`config.mk`:
```
export PLATFORM = sky130hd
export DESIGN_NAME = pmem_arbiter
export DESIGN_NICKNAME = d
export VERILOG_FILES = /design/src/rtl/pmem_arbiter.sv
export SDC_FILE = /design/constraint.sdc
export NUM_CORES = 1
export LEC_CHECK = 0
export BUFFER_PORTS_ARGS = -buffer_cell sky130_fd_sc_hd__buf_2
export CAP_MARGIN = 20
export CORE_AREA = 2 2 648 650
export CTS_BUF_LIST = sky130_fd_sc_hd__clkbuf_16
export CTS_CLUSTER_SIZE = 14
export DETAILED_ROUTE_END_ITERATION = 7
export DIE_AREA = 0 0 650 652
export PLACE_DENSITY = 0.3
export SLEW_MARGIN = 20
export SYNTH_ARGS = -nofsm -noshare
export SYNTH_HDL_FRONTEND = slang
export SYNTH_SLANG_ARGS = --single-unit
```
`constraint.sdc`:
```
create_clock -name clk -period 2.6 [get_ports clk]
set_input_delay 0.26 -clock clk [delete_from_list [all_inputs] [get_ports clk]]
set_output_delay 0.26 -clock clk [all_outputs]
set_load 0.01 [all_outputs]
```
`src/rtl/pmem_arbiter.sv`:
```
// pmem_arbiter: shares one physical-memory line port between the I-cache and
// the D-cache. One requester is granted at a time; its request is registered
// onto the memory port and held until pmem_resp, then the arbiter spends one
// IDLE cycle before the next grant. Ties are broken round-robin.
//
// Ports:
//   clk, rst_n                    clock, async active-low reset
//   i_pmem_* / d_pmem_*           cache-side request (read/write/address/wdata)
//                                 and response (resp/rdata) interfaces
//   pmem_read/write/address/wdata registered request to memory
//   pmem_resp/pmem_rdata          memory completion pulse and read line
module pmem_arbiter #(
    parameter int LINE_W = 256,
    parameter int ADDR_W = 32
) (
    input  logic              clk,
    input  logic              rst_n,
    input  logic              i_pmem_read,
    input  logic              i_pmem_write,
    input  logic [ADDR_W-1:0] i_pmem_address,
    input  logic [LINE_W-1:0] i_pmem_wdata,
    output logic              i_pmem_resp,
    output logic [LINE_W-1:0] i_pmem_rdata,
    input  logic              d_pmem_read,
    input  logic              d_pmem_write,
    input  logic [ADDR_W-1:0] d_pmem_address,
    input  logic [LINE_W-1:0] d_pmem_wdata,
    output logic              d_pmem_resp,
    output logic [LINE_W-1:0] d_pmem_rdata,
    output logic              pmem_read,
    output logic              pmem_write,
    output logic [ADDR_W-1:0] pmem_address,
    output logic [LINE_W-1:0] pmem_wdata,
    input  logic              pmem_resp,
    input  logic [LINE_W-1:0] pmem_rdata
);

    typedef enum logic [1:0] {IDLE, GRANT_I, GRANT_D} state_t;

    typedef struct packed {
        logic              rd;
        logic              wr;
        logic [ADDR_W-1:0] addr;
        logic [LINE_W-1:0] wdata;
    } req_t;

    state_t state, state_nx;
    logic   last_d;          // 1: D was granted last, 0: I (reset value)
    logic   req_i, req_d;
    logic   win_i, win_d;
    req_t   win_req;

    assign req_i = i_pmem_read | i_pmem_write;
    assign req_d = d_pmem_read | d_pmem_write;

    // On a tie the requester that did not win last time gets the port.
    assign win_d = req_d & (~req_i | ~last_d);
    assign win_i = req_i & ~win_d;

    // Read+write together is illegal; it is issued as a write.
    always_comb begin
        win_req = '0;
        if (win_d) begin
            win_req.rd    = d_pmem_read & ~d_pmem_write;
            win_req.wr    = d_pmem_write;
            win_req.addr  = d_pmem_address;
            win_req.wdata = d_pmem_wdata;
        end else begin
            win_req.rd    = i_pmem_read & ~i_pmem_write;
            win_req.wr    = i_pmem_write;
            win_req.addr  = i_pmem_address;
            win_req.wdata = i_pmem_wdata;
        end
    end

    always_comb begin
        state_nx = state;
        unique case (state)
            IDLE: begin
                if (win_d)      state_nx = GRANT_D;
                else if (win_i) state_nx = GRANT_I;
            end
            GRANT_I, GRANT_D: begin
                // Always return through IDLE so a cache's strobe that is
                // still high in its resp cycle cannot be granted again.
                if (pmem_resp) state_nx = IDLE;
            end
            default: state_nx = IDLE;
        endcase
    end

    always_ff @(posedge clk or negedge rst_n) begin
        if (!rst_n) state <= IDLE;
        else        state <= state_nx;
    end

    always_ff @(posedge clk or negedge rst_n) begin
        if (!rst_n) begin
            last_d       <= 1'b0;
            pmem_read    <= 1'b0;
            pmem_write   <= 1'b0;
            pmem_address <= '0;
            pmem_wdata   <= '0;
        end else if (state == IDLE) begin
            if (win_i | win_d) begin
                last_d       <= win_d;
                pmem_read    <= win_req.rd;
                pmem_write   <= win_req.wr;
                pmem_address <= win_req.addr;
                pmem_wdata   <= win_req.wdata;
            end
        end else if (pmem_resp) begin
            // Address/wdata deliberately keep their last value.
            pmem_read  <= 1'b0;
            pmem_write <= 1'b0;
        end
    end

    assign i_pmem_resp  = pmem_resp & (state == GRANT_I);
    assign d_pmem_resp  = pmem_resp & (state == GRANT_D);
    assign i_pmem_rdata = pmem_rdata;
    assign d_pmem_rdata = pmem_rdata;

endmodule

```
# Word-level counts from Yosys, hierarchy flattened
# Index checks and enable logic that the tools add are counted.
# totals
latchBits,0
regBits,293
ramBits,0
output_inout_bits,804
n_memories,0
romBits,0
input_bits,839
elab_cells,42
# classes
eq_ne,5
n_mux,10
n_div,0
n_bitwise,15
n_reduce_logical,6
add_sub_neg,0
n_shift,0
magnitude_cmp,0
n_mul,0
# ops
operator,count
290-bit 2-to-1 mux,1
1-bit bitwise AND,6
2-bit 2-to-1 mux,3
2-bit AND reduction,3
1-bit 2-to-1 mux,5
1-bit inverter,5
1-bit OR,4
2-bit case mux with 2 select lines,1
3-bit inequality test (second input constant),1
2-bit by 1-bit equality test with 1-bit output (second input constant),1
2-bit equality test (second input constant),1
2-bit zero test,1
2-bit by 1-bit inequality test with 1-bit output (second input constant),1
2-bit inequality test (second input constant),1
2-bit nonzero test,1
2-bit OR reduction,1

# Logic depth before layout (Yosys ltp)
# depth
ltp_word,9
depth_mapped,9
mapped_depth_nobuf,5

# Least setup slack after synthesis
# Ideal clock, no wire load.
# synth_timing
path_type,register to register
start,reg state[0]
end,reg pmem_wdata[237]
period_less_slack_ns,1.714
setup_ns,0.126
setup_slack_ns,0.886
required_time_ns,2.474
t_arrival_ns,1.588
path_stages_with_launch,10
path_buffers,4
cell_sequence,dfrtp_1 inv_1 ha_1 clkbuf_1 o41ai_1 buf_4 buf_4 buf_4 a31oi_1 a21oi_1
# synth_between
elab_chain_cells,2
# synth_rtl
item,line_no,text
from (decl),47,"state_t state, state_nx;"
from (signal assigned),94,else state <= state_nx;
2-bit zero test,104,end else if (state == IDLE) begin
2-bit AND reduction (no source line),--,
to (signal assigned),110,pmem_wdata <= win_req.wdata;
to (decl),33,"output logic [LINE_W-1:0] pmem_wdata,"
# No other way between the ends.
# A chain may end at the register's enable or synchronous reset.

# Worst setup path after layout
# layout_timing
start,reg state[0]
end,reg pmem_wdata[7]
# The elaborated chain is that of the path after synthesis.

==> impl_results.rst <==
.. list-table::
   :header-rows: 1

   * - Metric
     - Value
   * - Outcome
     - finished, final reports clean
   * - Die Ht
     - 652 microns
   * - Reg-to-Reg End
     - pmem_wdata[7]$_DFFE_PN0P_
   * - DRC errors left
     - 0
   * - Average size of a mapped cell
     - 8.26 sq um
   * - TritonCTS clock tree
     - done
   * - Max IR drop VDD
     - 0.525 mV
   * - Net total in the final layout
     - 3908
   * - Kind of launch point of the worst setup path
     - register
   * - Detailed-route via count
     - 21200
   * - Starting utilization of the core area
     - 4.34%
   * - Setup Fix Bufs, Post-CTS
     - 0
   * - Power density cells
     - 1180 nW/um^2
   * - Clk Latency, worst-skew pair
     - 0.72 ns
   * - Share of synthesized area spent on multiplexers
     - 0%
   * - Commonest cells after routing, fill and taps aside
     - 873 x sky130_fd_sc_hd__buf_2, 580 x sky130_fd_sc_hd__dlygate4sd3_1, 293 x sky130_fd_sc_hd__dfrtp_1, 289 x sky130_fd_sc_hd__nor2_1, 289 x sky130_fd_sc_hd__a21oi_1
   * - Share of final-layout standard cells stronger than drive strength 1
     - 33.4%
   * - Critical path data arrival time
     - 3.12 ns
   * - Total of warnings raised by yosys
     - 0
   * - Top-level port count
     - 1643
   * - Global routing met2 resource utilization
     - 18.5%
   * - Global-route wire length before repair
     - 294 mm
   * - Critical path startpoint
     - state[0]$_DFFE_PN0P_
   * - Largest family of logic cells by synthesized area
     - compound AO/OA/AOI/OAI gates
   * - Cell chosen for the clock root
     - sky130_fd_sc_hd__clkbuf_16
   * - Combined area of all synthesized cells
     - 18000 sq um
   * - Peak per-stage delay on the critical path
     - 0.58 ns
   * - Global Route Usage Sum
     - 11.2%
   * - Growth of design area from synthesis to finish
     - 83.1%
   * - Final Max Tran Viols
     - 0
   * - Setup-failing EPs final
     - 0
   * - Required time at the endpoint of the critical path
     - 3.17 ns
   * - Global-route met1 utilization
     - 9.56%
   * - Worst slew margin
     - 33.9%
   * - Worst path cell trace
     - inv_1 -> ha_2 -> o41ai_2 -> buf_12 -> a31oi_1 -> a21oi_1 -> dlygate4sd3_1
   * - Met3 capacity usage during global routing
     - 9.50%
   * - Leakage power summed over all cells
     - 12.1 nW
   * - Critical path fanouts, max
     - 81
   * - Compound-Gate Fraction of Synth Area
     - 26.5%
   * - Highest attainable clock frequency
     - 392 MHz
   * - Post-Synth Adder-Cell Area
     - 0.208%
   * - Cts bufs inserted
     - 46
   * - Xor/xnor share of the synthesized area
     - 0%
   * - Critical Path End Type
     - register
   * - Detailed-route wire length
     - 246 mm
   * - Critical path class
     - reg2reg
   * - 1st-pass router iterations
     - 6
   * - Type of the tightest min-delay check
     - in2reg
   * - Post-synthesis simple-gate area fraction
     - 6.51%
   * - Distinct cell type count after synthesis
     - 30
   * - Slew at the pin closest to its max-slew limit
     - 0.981 ns
   * - Final Non-Filler Cells
     - 8633
   * - Seq/Total Area, Yosys
     - 40.6%
   * - Worst hold slack after final layout
     - 0.0299 ns
   * - Pin count of the biggest net entering global routing
     - 93
   * - Count of placed standard cells including taps
     - 7935
   * - Count of max-cap constraint violations
     - 0
   * - Global placer's final weighted congestion
     - 0.755
   * - Leading cell type in the layout, fill and taps excluded
     - sky130_fd_sc_hd__buf_2
   * - Horiz. Die Dim
     - 650 microns
   * - Number of synthesized register bits
     - 293
   * - Hold Violations, Final
     - 0
   * - Die Footprint
     - 424000 sq um
   * - Clock-pin transition on the worst setup and hold timing paths
     - 0.06 ns
   * - Critical path destination
     - pmem_wdata[7]$_DFFE_PN0P_
   * - Layer carrying the most global-route usage
     - met2
   * - Number of clock sinks seen by CTS
     - 293
   * - Port bufs
     - 874
   * - Cell with the largest stage delay on the worst path
     - sky130_fd_sc_hd__dlygate4sd3_1
   * - FF-to-FF setup slack
     - 0.05 ns
   * - Mean routed wirelength per cell
     - 28.5 microns
   * - Final worst path period share
     - 98.0%
   * - Area of the core
     - 416000 sq um
   * - Detailed-route vias per instance
     - 2.46
   * - Post-DRT Antenna Nets
     - 0
   * - Half-perimeter wire length of the detailed placement result
     - 216 mm
   * - Vias in the first global route
     - 21800
   * - Antenna violations before repair
     - 121
   * - Final Skew
     - 0.0353 ns
   * - Net Count, Synth
     - 3026
   * - Depth of the worst register-to-register path
     - 7
   * - Row cnt
     - 237
   * - Buffer levels on the longest clock path
     - 3
   * - Mapped Cells
     - 2184
   * - Worst reg2reg path startpoint
     - state[0]$_DFFE_PN0P_
   * - Total grt overflow
     - 0
   * - Min Clock Period, post-route
     - 2.55 ns
   * - H-tree depth
     - 2
   * - Initial drt markers
     - 1231
==> state kept, by name, indices dropped and copies added (netlist names) <==
name          cells
last_d            1
pmem_read         1
pmem_address     32
pmem_write        1
state             2
pmem_wdata      256
==> area by class of cell <==
type / count / area [sq um]
multi-input cells: 1184 / 6030
diodes: 35 / 87.6
clock buffers: 46 / 1150
flip-flops and latches: 293 / 7330
clock inverters: 37 / 369
repair buffers: 1538 / 11200
inverters: 3 / 11.3
well taps: 5497 / 6880
fillers: 48900 / 383000
==> layer usage <==
metal	part of all wire (%)	wire length, microns
met5	0.37	924
met4	4.9	12100
met2	46	114000
met3	19	45900
met1	30	73400
==> through the flow <==
step | setup TNS [ns] | power (mW) | worst slack, ns | area (sq um) | util (%)
floorplan | 0 | 16.6 | 0.886 | 18000 | -
global placement | 0 | 31.1 | 0.155 | 25600 | 6.15
detailed placement | 0 | 31.1 | 0.125 | 25600 | 6.15
CTS | 0 | 41.2 | 0.0241 | 32900 | 7.91
global route | -0.0275 | 42.5 | -0.0101 | 33000 | 7.92
finish | 0 | 39.1 | 0.0511 | 33000 | 7.94
==> worst min path at each step <==
stage	from	end	cells past startpoint
finish	i_pmem_wdata[71]	pmem_wdata[71]$_DFFE_PN0P_	3
global route	i_pmem_wdata[251]	pmem_wdata[251]$_DFFE_PN0P_	3
CTS	i_pmem_wdata[196]	pmem_wdata[196]$_DFFE_PN0P_	3
detailed placement	rst_n	pmem_wdata[63]$_DFFE_PN0P_	1
global placement	rst_n	pmem_wdata[2]$_DFFE_PN0P_	1
floorplan	rst_n	last_d$_DFFE_PN0P_	0
==> power breakdown <==
part,switching (mW),total (mW),internal [mW],leakage (nW)
logic,16.4,23.9,7.47,8.03
registers,1.50,8.48,6.98,3.33
clock network,2.98,6.72,3.74,0.739
==> Yosys cell counts <==
cell / count / area [sq um]
sky130_fd_sc_hd__buf_4: 516 / 3870
sky130_fd_sc_hd__dfrtp_1: 293 / 7330
sky130_fd_sc_hd__a21oi_1: 289 / 1450
sky130_fd_sc_hd__nor2_1: 289 / 1080
sky130_fd_sc_hd__a31oi_1: 288 / 1800
sky130_fd_sc_hd__o21ai_0: 280 / 1400
sky130_fd_sc_hd__buf_2: 91 / 455
sky130_fd_sc_hd__clkbuf_1: 84 / 315
sky130_fd_sc_hd__buf_1: 11 / 41.3
sky130_fd_sc_hd__o21ai_1: 10 / 50.1
sky130_fd_sc_hd__nand2_1: 4 / 15.0
sky130_fd_sc_hd__ha_1: 3 / 37.5
sky130_fd_sc_hd__inv_1: 3 / 11.3
sky130_fd_sc_hd__and2_1: 2 / 12.5
sky130_fd_sc_hd__buf_6: 2 / 22.5
sky130_fd_sc_hd__nand2b_1: 2 / 12.5
sky130_fd_sc_hd__nand3_1: 2 / 10.0
sky130_fd_sc_hd__o211ai_1: 2 / 15.0
sky130_fd_sc_hd__o41ai_1: 2 / 17.5
sky130_fd_sc_hd__a21o_1: 1 / 7.51
sky130_fd_sc_hd__a32o_1: 1 / 10.0
sky130_fd_sc_hd__a32oi_1: 1 / 8.76
sky130_fd_sc_hd__nand3b_1: 1 / 7.51
sky130_fd_sc_hd__nor2_2: 1 / 6.26
sky130_fd_sc_hd__nor2b_1: 1 / 6.26
sky130_fd_sc_hd__nor4_1: 1 / 6.26
sky130_fd_sc_hd__o21a_1: 1 / 7.51
sky130_fd_sc_hd__o41a_1: 1 / 11.3
sky130_fd_sc_hd__or2_2: 1 / 6.26
sky130_fd_sc_hd__or3_1: 1 / 6.26
==> repair_timing <==
action | CTS | global route
endpoints found under the hold margin | 321 | 0
gates resized for setup | 0 | 3
setup endpoints to repair | 0 | 84
hold buffers | 580 | 0
==> cells by family after synthesis <==
| kind of cell | after synthesis |
|---|---|
| buf+inv | 707 |
| flops | 293 |
| compound gates | 876 |
| fa+ha+maj | 3 |
| simple gates | 305 |
==> critical path, delay by kind of cell, from the launching register on <==
kind	cells	cell delay, ns
buf+inv	3	0.92
compound gates	3	0.59
flops	1	0.42
fa+ha+maj	1	0.29
Note: power is estimated with default switching activity, not from simulation.
